[config.mk]
export PLATFORM = sky130hd
export DESIGN_NAME = serial_frame_receiver
export DESIGN_NICKNAME = d
export VERILOG_FILES = /design/src/rtl/serial_frame_receiver.sv
export SDC_FILE = /design/constraint.sdc
export NUM_CORES = 1
export LEC_CHECK = 0
export BUFFER_PORTS_ARGS = -buffer_cell sky130_fd_sc_hd__buf_2
export CORE_MARGIN = 3
export CORE_UTILIZATION = 44
export DETAILED_ROUTE_END_ITERATION = 7
export SLEW_MARGIN = 20
export SYNTH_ARGS = -nofsm -noshare
export SYNTH_HDL_FRONTEND = slang
export SYNTH_SLANG_ARGS = --single-unit
[constraint.sdc]
create_clock -name clk -period 2.2 [get_ports clk]
set_clock_uncertainty 0.15 [all_clocks]
set_input_delay 0.11 -clock clk [delete_from_list [all_inputs] [get_ports clk]]
set_output_delay 0.11 -clock clk [all_outputs]
set_load 0.05 [all_outputs]
[src/rtl/serial_frame_receiver.sv]
// serial_frame_receiver
//   Receive end of the serial link. The line is synchronised, a falling edge
//   is qualified as a start bit by a mid-bit re-sample, DATA_BITS data bits are
//   sampled LSB first at mid-bit, and the stop bit is checked. Good characters
//   land in a holding register with a valid/read handshake. Framing-error and
//   overrun status are also reported.
//
// Ports
//   clk               in   system clock, all logic on posedge
//   reset             in   synchronous, active-low reset
//   serialDataIn      in   asynchronous line, idles high
//   parallelDataIn    out  holding register, last good character
//   characterReceived out  holding register holds an unread character
//   readAck           in   consumer strobe, clears characterReceived and overrun
//   framingError      out  one-cycle pulse when the stop bit is sampled low
//   overrun           out  sticky, an unread character was overwritten
//   busy              out  receiver is inside a frame (not IDLE)
module serial_frame_receiver #(
  parameter int SAMPLES     = 16,
  parameter int DATA_BITS   = 8,
  parameter int SYNC_STAGES = 2
) (
  input  logic                 clk,
  input  logic                 reset,
  input  logic                 serialDataIn,
  output logic [DATA_BITS-1:0] parallelDataIn,
  output logic                 characterReceived,
  input  logic                 readAck,
  output logic                 framingError,
  output logic                 overrun,
  output logic                 busy
);

  localparam int CW = $clog2(SAMPLES);
  localparam int IW = (DATA_BITS > 1) ? $clog2(DATA_BITS) : 1;
  localparam logic [CW-1:0] MID_CNT  = CW'(SAMPLES / 2 - 1);
  localparam logic [IW-1:0] LAST_IDX = IW'(DATA_BITS - 1);

  typedef enum logic [1:0] {
    S_IDLE  = 2'd0,
    S_START = 2'd1,
    S_DATA  = 2'd2,
    S_STOP  = 2'd3
  } state_t;

  state_t                 r_state;
  state_t                 w_next_state;
  logic [SYNC_STAGES-1:0] r_sync;
  logic [CW-1:0]          r_cnt;
  logic [IW-1:0]          r_idx;
  logic [DATA_BITS-1:0]   r_shift;
  logic [DATA_BITS-1:0]   r_data;
  logic                   r_cr;
  logic                   r_fe;
  logic                   r_ovr;
  logic                   r_busy;

  logic w_rx;
  logic w_mid;
  logic w_start_ok;
  logic w_sample;
  logic w_commit;
  logic w_frame_err;

  assign w_rx  = r_sync[SYNC_STAGES-1];
  assign w_mid = (r_cnt == MID_CNT);

  // State register
  always_ff @(posedge clk) begin
    if (!reset) begin
      r_state <= S_IDLE;
    end else begin
      r_state <= w_next_state;
    end
  end

  // Next-state logic
  always_comb begin
    w_next_state = r_state;
    case (r_state)
      S_IDLE: begin
        if (!w_rx) begin
          w_next_state = S_START;
        end else begin
          w_next_state = S_IDLE;
        end
      end
      S_START: begin
        if (w_mid) begin
          // A start bit that is high again at mid-bit was only a glitch.
          if (w_rx) begin
            w_next_state = S_IDLE;
          end else begin
            w_next_state = S_DATA;
          end
        end else begin
          w_next_state = S_START;
        end
      end
      S_DATA: begin
        if (w_mid && (r_idx == LAST_IDX)) begin
          w_next_state = S_STOP;
        end else begin
          w_next_state = S_DATA;
        end
      end
      S_STOP: begin
        if (w_mid) begin
          w_next_state = S_IDLE;
        end else begin
          w_next_state = S_STOP;
        end
      end
      default: w_next_state = S_IDLE;
    endcase
  end

  // Per-state control strobes
  always_comb begin
    w_start_ok  = 1'b0;
    w_sample    = 1'b0;
    w_commit    = 1'b0;
    w_frame_err = 1'b0;
    case (r_state)
      S_IDLE: begin
        w_start_ok = 1'b0;
      end
      S_START: begin
        w_start_ok = w_mid & ~w_rx;
      end
      S_DATA: begin
        w_sample = w_mid;
      end
      S_STOP: begin
        w_commit    = w_mid & w_rx;
        w_frame_err = w_mid & ~w_rx;
      end
      default: begin
        w_start_ok = 1'b0;
      end
    endcase
  end

  // Synchroniser, bit timing, shift register and registered status outputs
  always_ff @(posedge clk) begin
    if (!reset) begin
      r_sync  <= {SYNC_STAGES{1'b1}};
      r_cnt   <= {CW{1'b0}};
      r_idx   <= {IW{1'b0}};
      r_shift <= {DATA_BITS{1'b0}};
      r_data  <= {DATA_BITS{1'b0}};
      r_cr    <= 1'b0;
      r_fe    <= 1'b0;
      r_ovr   <= 1'b0;
      r_busy  <= 1'b0;
    end else begin
      r_sync <= {r_sync[SYNC_STAGES-2:0], serialDataIn};

      // The counter free-runs modulo SAMPLES inside a frame, so once the
      // start bit is qualified at count MID_CNT every following hit of
      // MID_CNT is exactly one bit period later.
      if (r_state == S_IDLE) begin
        r_cnt <= {CW{1'b0}};
      end else begin
        r_cnt <= r_cnt + {{(CW-1){1'b0}}, 1'b1};
      end

      if (w_start_ok) begin
        r_idx <= {IW{1'b0}};
      end else if (w_sample) begin
        r_idx <= r_idx + {{(IW-1){1'b0}}, 1'b1};
      end else begin
        r_idx <= r_idx;
      end

      if (w_sample) begin
        r_shift[r_idx] <= w_rx;
      end else begin
        r_shift <= r_shift;
      end

      r_fe   <= w_frame_err;
      r_busy <= (w_next_state != S_IDLE);

      // A commit beats a coincident readAck: the fresh character stays valid.
      if (w_commit) begin
        r_data <= r_shift;
        r_cr   <= 1'b1;
      end else if (readAck && r_cr) begin
        r_cr <= 1'b0;
      end else begin
        r_cr <= r_cr;
      end

      if (w_commit && r_cr && !readAck) begin
        r_ovr <= 1'b1;
      end else if (readAck && r_cr) begin
        r_ovr <= 1'b0;
      end else begin
        r_ovr <= r_ovr;
      end
    end
  end

  assign parallelDataIn    = r_data;
  assign characterReceived = r_cr;
  assign framingError      = r_fe;
  assign overrun           = r_ovr;
  assign busy              = r_busy;

endmodule
# After elaboration in Yosys (flattened, before gate mapping)

Cells that the tools add are included.

Flip-flop bits (word level): 31
Input bits: 4
Output and inout bits: 12
Logic and storage cells: 51

Add/sub/neg operators: 2
Magnitude comparators: 2
Equal/unequal tests: 5
Multiplexer cells: 15
Bitwise gates (word level): 4
Reductions and logical operators: 13

Operators by type and width:

| cell                                                               | count |
|---|---|
| two-way mux 1 bit                                                  | 9 |
| bitwise mux 8 bit                                                  | 1 |
| one-hot mux 2 bit (4 select lines)                                 | 1 |
| two-way mux 2 bit                                                  | 3 |
| nonzero test 2 bit                                                 | 3 |
| logical AND 1 bit                                                  | 5 |
| adder 4 x 1 -> 4 bit (second input constant)                       | 1 |
| == test 2 bit (second input constant)                              | 2 |
| == test 4 x 3 -> 1 bit (second input constant)                     | 1 |
| < comparator 3 x 4 -> 1 bit (second input constant)                | 1 |
| OR reduction 2 bit                                                 | 2 |
| adder 3 x 1 -> 3 bit (second input constant)                       | 1 |
| demux 1 bit (select 3 bit)                                         | 1 |
| == test 3 bit (second input constant)                              | 1 |
| greater-or-equal comparator 3 x 1 -> 1 bit (second input constant) | 1 |
| bitwise AND 1 bit                                                  | 2 |
| == test 2 x 1 -> 1 bit (second input constant)                     | 1 |
| zero test 2 bit                                                    | 1 |
| inverter 1 bit                                                     | 2 |
| AND reduction 2 bit                                                | 1 |
| zero test 1 bit                                                    | 1 |

# Longest topological paths before layout

Gate-level depths: netlist of run 1.

Word-level depth: 6
Mapped depth: 7
Mapped depth without buffers: 4

# Worst setup path after synthesis of run 1

Ideal clock, no wire load.

Kind: register -> register
From: register r_cnt[0]
To: register r_ovr, in the netlist overrun
Arrival: 1,454 ps
Slack: 479 ps
Cell stages (with the launch flop): 8
Path buffers: 3
Path through: dfxtp_1 ha_1 clkbuf_2 and3b_1 buf_6 and4_4 buf_6 a32o_1

Cells in the longest elaborated chain, start to end: 6
Elaborated cells on any way between the ends: 7
Classes of those cells: eq/ne (1); mux (2); bitwise (1); reduce/logical (3)

Ends and longest elaborated chain:

| what                                                    | RTL line | text |
|---|---|---|
| from (decl)                                             | 49       | `logic [CW-1:0] r_cnt;` |
| from (signal assigned)                                  | 148      | `r_cnt <= {CW{1'b0}};` |
| from (signal assigned)                                  | 163      | `r_cnt <= {CW{1'b0}};` |
| from (signal assigned)                                  | 165      | `r_cnt <= r_cnt + {{(CW-1){1'b0}}, 1'b1};` |
| == test 4 x 3 -> 1 bit (*)                              | 66       | `assign w_mid = (r_cnt == MID_CNT);` |
| bitwise AND 1 bit (*)                                   | 135      | `w_commit = w_mid & w_rx;` |
| two-way mux 1 bit (*)                                   | 124      | `case (r_state)` |
| logical AND 1 bit (*) (2 in a row)                      | 195      | `if (w_commit && r_cr && !readAck) begin` |
| two-way mux 1 bit or nonzero test 2 bit (tied branches) | n/a      |  |
| to (signal assigned)                                    | 200      | `r_ovr <= r_ovr;` |
| to (decl)                                               | 55       | `logic r_ovr;` |

Every way passes the cells marked *; elsewhere a longest branch is shown, timed or not.
A chain may end at the register's enable or synchronous reset.

# Final worst setup path of run 1

From: register r_cnt[0]
To: register r_data[5], in the netlist parallelDataIn[5]

Cells in the longest elaborated chain, start to end: 3

Ends and longest elaborated chain:

| what                   | RTL line | text |
|---|---|---|
| == test 4 x 3 -> 1 bit | 66       |  |
| bitwise AND 1 bit      | 135      |  |
| two-way mux 1 bit      | 124      |  |
| to (signal assigned)   | 151      | `r_data <= {DATA_BITS{1'b0}};` |
| to (signal assigned)   | 187      | `r_data <= r_shift;` |
| to (decl)              | 52       | `logic [DATA_BITS-1:0] r_data;` |

No other way between the ends.

==> results of run 1 <==
==> worst max path at each step <==
| stage | startpoint | to | slack (ns) | cells after the start |
|---|---|---|---|---|
| 2_1_floorplan | r_cnt[0] | overrun | 0.48 | 7 |
| 3_3_place_gp | r_cnt[0] | parallelDataIn[0] | 0.44 | 4 |
| 3_5_place_dp | r_cnt[0] | parallelDataIn[5] | 0.37 | 4 |
| 4_1_cts | r_cnt[0] | parallelDataIn[5] | 0.34 | 4 |
| 5_1_grt | r_cnt[0] | parallelDataIn[7] | 0.23 | 4 |
| 6_report | r_cnt[0] | parallelDataIn[5] | 0.36 | 4 |
==> cell usage after synthesis <==
master | number | area (µm²)
and3_1 | 1 | 6.260
a311oi_1 | 1 | 8.760
o21ai_0 | 1 | 5.000
nand3_1 | 4 | 20.02
clkbuf_1 | 4 | 15.01
nand4b_1 | 2 | 17.52
nand4_1 | 5 | 31.28
buf_2 | 3 | 15.01
inv_1 | 3 | 11.26
xnor2_1 | 1 | 8.760
dfxtp_1 | 31 | 620.6
o21a_1 | 1 | 7.510
nor3_2 | 1 | 10.01
nor2_1 | 10 | 37.54
nor4_1 | 1 | 6.260
or3b_2 | 1 | 8.760
nand2b_1 | 3 | 18.77
and3b_1 | 1 | 8.760
nor4_4 | 1 | 21.27
mux2i_1 | 16 | 160.2
nor3_1 | 2 | 10.01
ha_1 | 3 | 37.54
and4_4 | 1 | 11.26
buf_6 | 2 | 22.52
o31a_1 | 1 | 8.760
xor2_1 | 1 | 8.760
nand4bb_1 | 1 | 11.26
a32o_1 | 1 | 10.01
nor2b_1 | 3 | 18.77
clkbuf_2 | 1 | 5.000
o221ai_1 | 3 | 26.28
nand2_1 | 26 | 97.59
or4b_4 | 1 | 13.76
==> cell type report <==
cell class | instances | area share
timing repair buffer | 20 | 0.08319
clock inverter | 1 | 0.003396
multi-input combinational | 93 | 0.4278
tap | 31 | 0.02632
inverter | 3 | 0.007640
sequential | 31 | 0.4211
clock buffer | 7 | 0.03056
==> state kept, by name (all words and copies together), names as in the netlist <==
| signal | flops |
|---|---|
| r_sync | 2 |
| r_state | 2 |
| characterReceived | 1 |
| r_idx | 3 |
| busy | 1 |
| r_cnt | 4 |
| overrun | 1 |
| r_shift | 8 |
| parallelDataIn | 8 |
| framingError | 1 |
==> layer usage <==
| metal | vias to the layer above | global-route usage | wire (µm) |
|---|---|---|---|
| li1 | 508 | - | - |
| met5 | - | 0 | 0 |
| met3 | 7 | 0.06383 | 120 |
| met4 | 0 | 0.06502 | 42 |
| met1 | 438 | 0.1961 | 1130 |
| met2 | 17 | 0.2137 | 1046 |
==> worst max-delay path, delay by kind of cell, from the launching register on <==
family	cells	cell delay [ns]
simple gates	2	0.76
flops	1	0.36
fa+ha+maj	1	0.29
mux	1	0.21
==> cells by family (layout without fill, tap and decap cells) <==
| logic type | Yosys count | count (layout) | synth area share |
|---|---|---|---|
| xor+xnor | 2 | 2 | 0.01327 |
| compound gates | 8 | 8 | 0.05024 |
| buf+inv | 13 | 31 | 0.05212 |
| flops | 31 | 31 | 0.4701 |
| simple gates | 64 | 64 | 0.2645 |
| fa+ha+maj | 3 | 3 | 0.02844 |
| mux | 16 | 16 | 0.1213 |
==> metrics by stage <==
step | util | cell area (µm²) | hold WS [ns] | setup WS, ns | std cells
floorplan | - | 1320 | 0.06147 | 0.4787 | 137
global placement | 0.4933 | 1384 | 0.1453 | 0.4372 | 174
detailed placement | 0.4933 | 1384 | 0.1482 | 0.3660 | 174
CTS | 0.5254 | 1474 | 0.2707 | 0.3428 | 186
global route | 0.5254 | 1474 | 0.2869 | 0.2331 | 186
finish | 0.5254 | 1474 | 0.2656 | 0.3633 | 186
==> report_power, final <==
part	switching (µW)	leakage, µW	internal, µW
Clock	185	0.0000293	124
Sequential	4.58	0.000250	565
Combinational	20.5	0.000264	13.6
Total	210	0.000544	703
==> metrics.md, run 1 <==
| Metric | Value |
|---|---|
| Most frequent cells in the layout | `dfxtp_1, nand2_1, mux2i_1` |
| Core area | `roughly 2800 µm²` |
| Post-synthesis area per instance | `~9.6 µm²` |
| Critical Path RT | `2.31 ns` |
| Clock Tree Buf Depth | `2` |
| GRT Overall Usage | `0.1496` |
| Lkg Pwr | `0.0005442 µW` |
| Num CTS Buffers | `5` |
| DRT Wirelength | `2340 µm` |
| Largest net degree at the start of global routing | `21` |
| First-pass GRT wire length | `approximately 4000 µm` |
| Hold Vio Cnt, Final | `0` |
| Register area | `620.6 µm²` |
| Clock Tree Root | `clkbuf_4` |
| Worst-margin pin slew | `0.4088 ns` |
| Cells along the critical path | `ha_1 > and3b_1 > and4_4 > mux2i_1` |
| Post-cts resize count | `0` |
| Max incr delay on CP | `just under 0.4 ns` |
| Detailed-route DRC error count | `0` |
| FF+latch count, synth | `31` |
| Diodes inserted | `0` |
| Netlist cell types | `33` |
| F_max | `approximately 540 MHz` |
| Hold Path Depth | `1` |
| Mapped Cells | `137` |
| CP max stage cell | `and4_4` |
| # fillers | `about 280` |
| Die Span X | `60.77 µm` |
| Seq/Total Area, Yosys | `0.4701` |
| Clock transition at the registers of the reported paths | `roughly 0.090 ns` |
| Synth warn | `0` |
| Starting density of the core | `0.4706` |
| Final Critical Period | `1.837 ns` |
| FP Rows | `19` |
| Hold WC Path Type | `flop to flop` |
| Clk sinks | `31` |
| Cell Area, Synth | `between 1000 and 1500 µm²` |
| Worst-skew pair later-pin latency | `around 0.32 ns` |
| CTS tree | `done` |
| CP arrival | `about 2.0 ns` |
| Setup Viol. Count Final | `0` |
| Port bufs | `15` |
| Origin of the critical flop-to-flop path | `r_cnt[0]` |
| Hold Buf Count CTS | `4` |
| Share of cells above drive strength 1 | `0.1742` |
| Final period util | `0.8349` |
| Routed WL per cell | `around 13 µm` |
| Pwr Density | `approximately 620 nW/µm²` |
| Status | `finished, final reports clean` |
| Peak VDD IR | `between 0.3 and 0.4 mV` |
| Die Ht | `a little over 60 µm` |
| Max_slew headroom | `0.7271` |
| Final slew viol count | `0` |
| Max-Cap Viols | `0` |
| Critical path capture point type | `flop` |
| Syn_nets | `between 100 and 150` |
| GRT overflow | `0` |
| ANT nets after route | `0` |
| Vias | `970` |
| R2R depth | `4` |
| Reg2reg setup slack | `about 0.36 ns` |
| Area grow syn2layout | `11.66%` |
| Die ar. | `3693 µm²` |
| Detail Placement HPWL | `1609 µm` |
| Multi-input gate area | `approximately 630 µm²` |
| Worst Setup Path Type | `flop to flop` |
| Initial antenna violation count | `0` |
| Hold path start | `r_sync[0]` |
| PnR Total Power | `about 910 µW` |
| Commonest non-fill, non-tap cell in the layout | `dfxtp_1` |
| H-tree depth | `2` |
| Initial DRC Count | `35` |
| Sum Neg Setup Slack | `0 ns` |
| Vias in the first global route | `about 900` |
| Nets | `161` |
| 1st-pass router iterations | `4` |
| I/O pins | `16` |
| CP Launch Type | `flop` |
| FF-to-FF End | `parallelDataIn[5]` |
| RSZ-0062 raised after global routing | `no` |
| Worst Hold Endpoint | `r_sync[1]` |
| Post-CTS setup repair buffer count | `0` |
| Gpl congestion | `between 0.7 and 0.8` |
| CP max FO | `10` |
| Vias per inst | `roughly 5.2` |
(Power assumes the default switching activity.)
==> run 2, diff against run 1 <==
clock period = 1.7 ns   (was 2.2 ns; I/O delays follow)
==> metrics.md, run 2 (same netlist as run 1, synthesis figures left out) <==
| Metric | Value |
|---|---|
| Critical path capture point type | `flop (unchanged)` |
| First-pass GRT wire length | `4036 µm (was 3995 µm)` |
| Worst-skew pair later-pin latency | `0.33 ns (was 0.32 ns)` |
| Peak VDD IR | `0.5716 mV (was 0.3896 mV)` |
| FP Rows | `19 (unchanged)` |
| 1st-pass router iterations | `4 (unchanged)` |
| Hold Slack | `0.2659 ns (was 0.2656 ns)` |
| Clk sinks | `31 (unchanged)` |
| Grt met1 use | `0.1842 (was 0.1961)` |
| CP arrival | `1.68 ns (was 1.95 ns)` |
| Clock Tree Root | `clkbuf_4 (unchanged)` |
| Worst-margin pin slew | `0.4325 ns (was 0.4088 ns)` |
| Final WS setup | `0.1222 ns (was 0.3633 ns)` |
| RSZ-0062 raised after global routing | `no (unchanged)` |
| Vias per inst | `5.428 (was 5.215)` |
| F_max | `633.8 MHz (was 544.4 MHz)` |
| Hold WC Path Type | `flop to flop (unchanged)` |
| Critical Path RT | `1.81 ns (was 2.31 ns)` |
| Vias in the first global route | `928 (was 899)` |
| Max_slew headroom | `0.7113 (was 0.7271)` |
| Lkg Pwr | `0.0005552 µW (was 0.0005442 µW)` |
| Sum Neg Setup Slack | `0 ns (unchanged)` |
| Setup Viol. Count Final | `0 (unchanged)` |
| CP Launch Type | `flop (unchanged)` |
| Die ar. | `3693 µm² (unchanged)` |
| CP max FO | `13 (was 10)` |
| GRT Overall Usage | `0.1490 (was 0.1496)` |
| Max-Cap Viols | `0 (unchanged)` |
| Most frequent cells in the layout | `dfxtp_1, nand2_1, mux2i_1 (unchanged)` |
| Area grow syn2layout | `14.88% (was 11.66%)` |
| Nets | `163 (was 161)` |
| Clock transition at the registers of the reported paths | `0.09 ns (about the same)` |
| Final Critical Period | `1.578 ns (was 1.837 ns)` |
| Clock Tree Buf Depth | `2 (unchanged)` |
| GR met3 Demand/Resource | `0.04255 (was 0.06383)` |
| Status | `finished, final reports clean (unchanged)` |
| CTS tree | `done (unchanged)` |
| ANT nets after route | `0 (unchanged)` |
| Share of cells above drive strength 1 | `0.2051 (was 0.1742)` |
| Commonest non-fill, non-tap cell in the layout | `dfxtp_1 (unchanged)` |
| Hold Vio Cnt, Final | `0 (unchanged)` |
| Die Ht | `60.77 µm (unchanged)` |
| Final slew viol count | `0 (unchanged)` |
| Routed WL per cell | `13.10 µm (was 12.58 µm)` |
| Initial antenna violation count | `0 (unchanged)` |
| Diodes inserted | `0 (unchanged)` |
| Grt peak-use layer | `met2 (unchanged)` |
| Core area | `2805 µm² (unchanged)` |
| Post-CTS setup repair buffer count | `0 (unchanged)` |
| GR Util met2 | `0.2260 (was 0.2137)` |
| Layout Utilization | `0.5406 (was 0.5254)` |
| GRT overflow | `0 (unchanged)` |
| # fillers | `254 (was 276)` |
| Detail Placement HPWL | `1666 µm (was 1609 µm)` |
| H-tree depth | `2 (unchanged)` |
| Num CTS Buffers | `5 (unchanged)` |
| I/O pins | `16 (unchanged)` |
| Die Span X | `60.77 µm (unchanged)` |
| Post-Place Worst Slack | `0.08696 ns (was 0.3660 ns)` |
| Worst Setup Path Type | `flop to flop (unchanged)` |
| Detailed-route DRC error count | `0 (unchanged)` |
| Starting density of the core | `0.4706 (unchanged)` |
| Initial DRC Count | `37 (was 35)` |
| DRT Wirelength | `2450 µm (was 2340 µm)` |
| Gpl congestion | `0.7848 (was 0.7633)` |
| Vias | `1,015 (was 970)` |
| Pwr Density | `795.1 nW/µm² (was 619.6 nW/µm²)` |
| Final period util | `0.9281 (was 0.8349)` |
| Port bufs | `15 (unchanged)` |
| Largest net degree at the start of global routing | `22 (was 21)` |
## run 2: layout make-up
cell class                      count  area (µm²)  area share
Sequential cell                    31       620.6      0.4092
Timing Repair Buffer               21       130.1     0.08581
Inverter                            3       11.26    0.007426
Multi-Input combinational cell     94       659.4      0.4348
Tap cell                           31       38.79     0.02558
Clock buffer                        6       51.30     0.03383
Clock inverter                      1       5.005    0.003300
## run 2: routing by layer
layer | routed length, µm | part of all wire
met5 | 0 | 0
met4 | 52 | 0.021
met3 | 108 | 0.044
met2 | 1146 | 0.47
met1 | 1143 | 0.47
## run 2: final timing paths
check / cells after the start / start / to / slack (ns)
max reg2reg: 3 / r_state[0] / r_shift[2] / 0.12
min: 1 / r_sync[0] / r_sync[1] / 0.27
max: 3 / r_state[0] / r_shift[2] / 0.12
min reg2reg: 1 / r_sync[0] / r_sync[1] / 0.27
## run 2: through the flow
| stage | power, µW | cell area (µm²) | instances |
|---|---|---|---|
| after global placement | 790.2 | 1394 | 175 |
| after CTS | 1217 | 1490 | 186 |
| final | 1206 | 1516 | 187 |
| after detailed placement | 791.2 | 1394 | 175 |
| after floorplan | 780.6 | 1335 | 137 |
| after global routing | 1254 | 1516 | 187 |
## run 2: critical path, stage by stage, from the launching register on
cell and delay [ns]:
dfxtp_1 0.43, or4b_4 0.57, nor3_2 0.15, mux2i_1 0.21
## run 2: timing repair
action | CTS | global route
hold buffers | 4 | 0
hold endpoints to repair | 5 | 0
resized for setup | 0 | 2
setup endpoints to repair | 0 | 8
## run 2: power breakdown
group / switching (µW) / total [µW] / internal [µW] / leakage [µW]
combinational: 25.8 / 43.6 / 17.8 / 0.000271
clock: 233 / 424 / 191 / 0.0000341
sequential: 6.75 / 738 / 731 / 0.000250
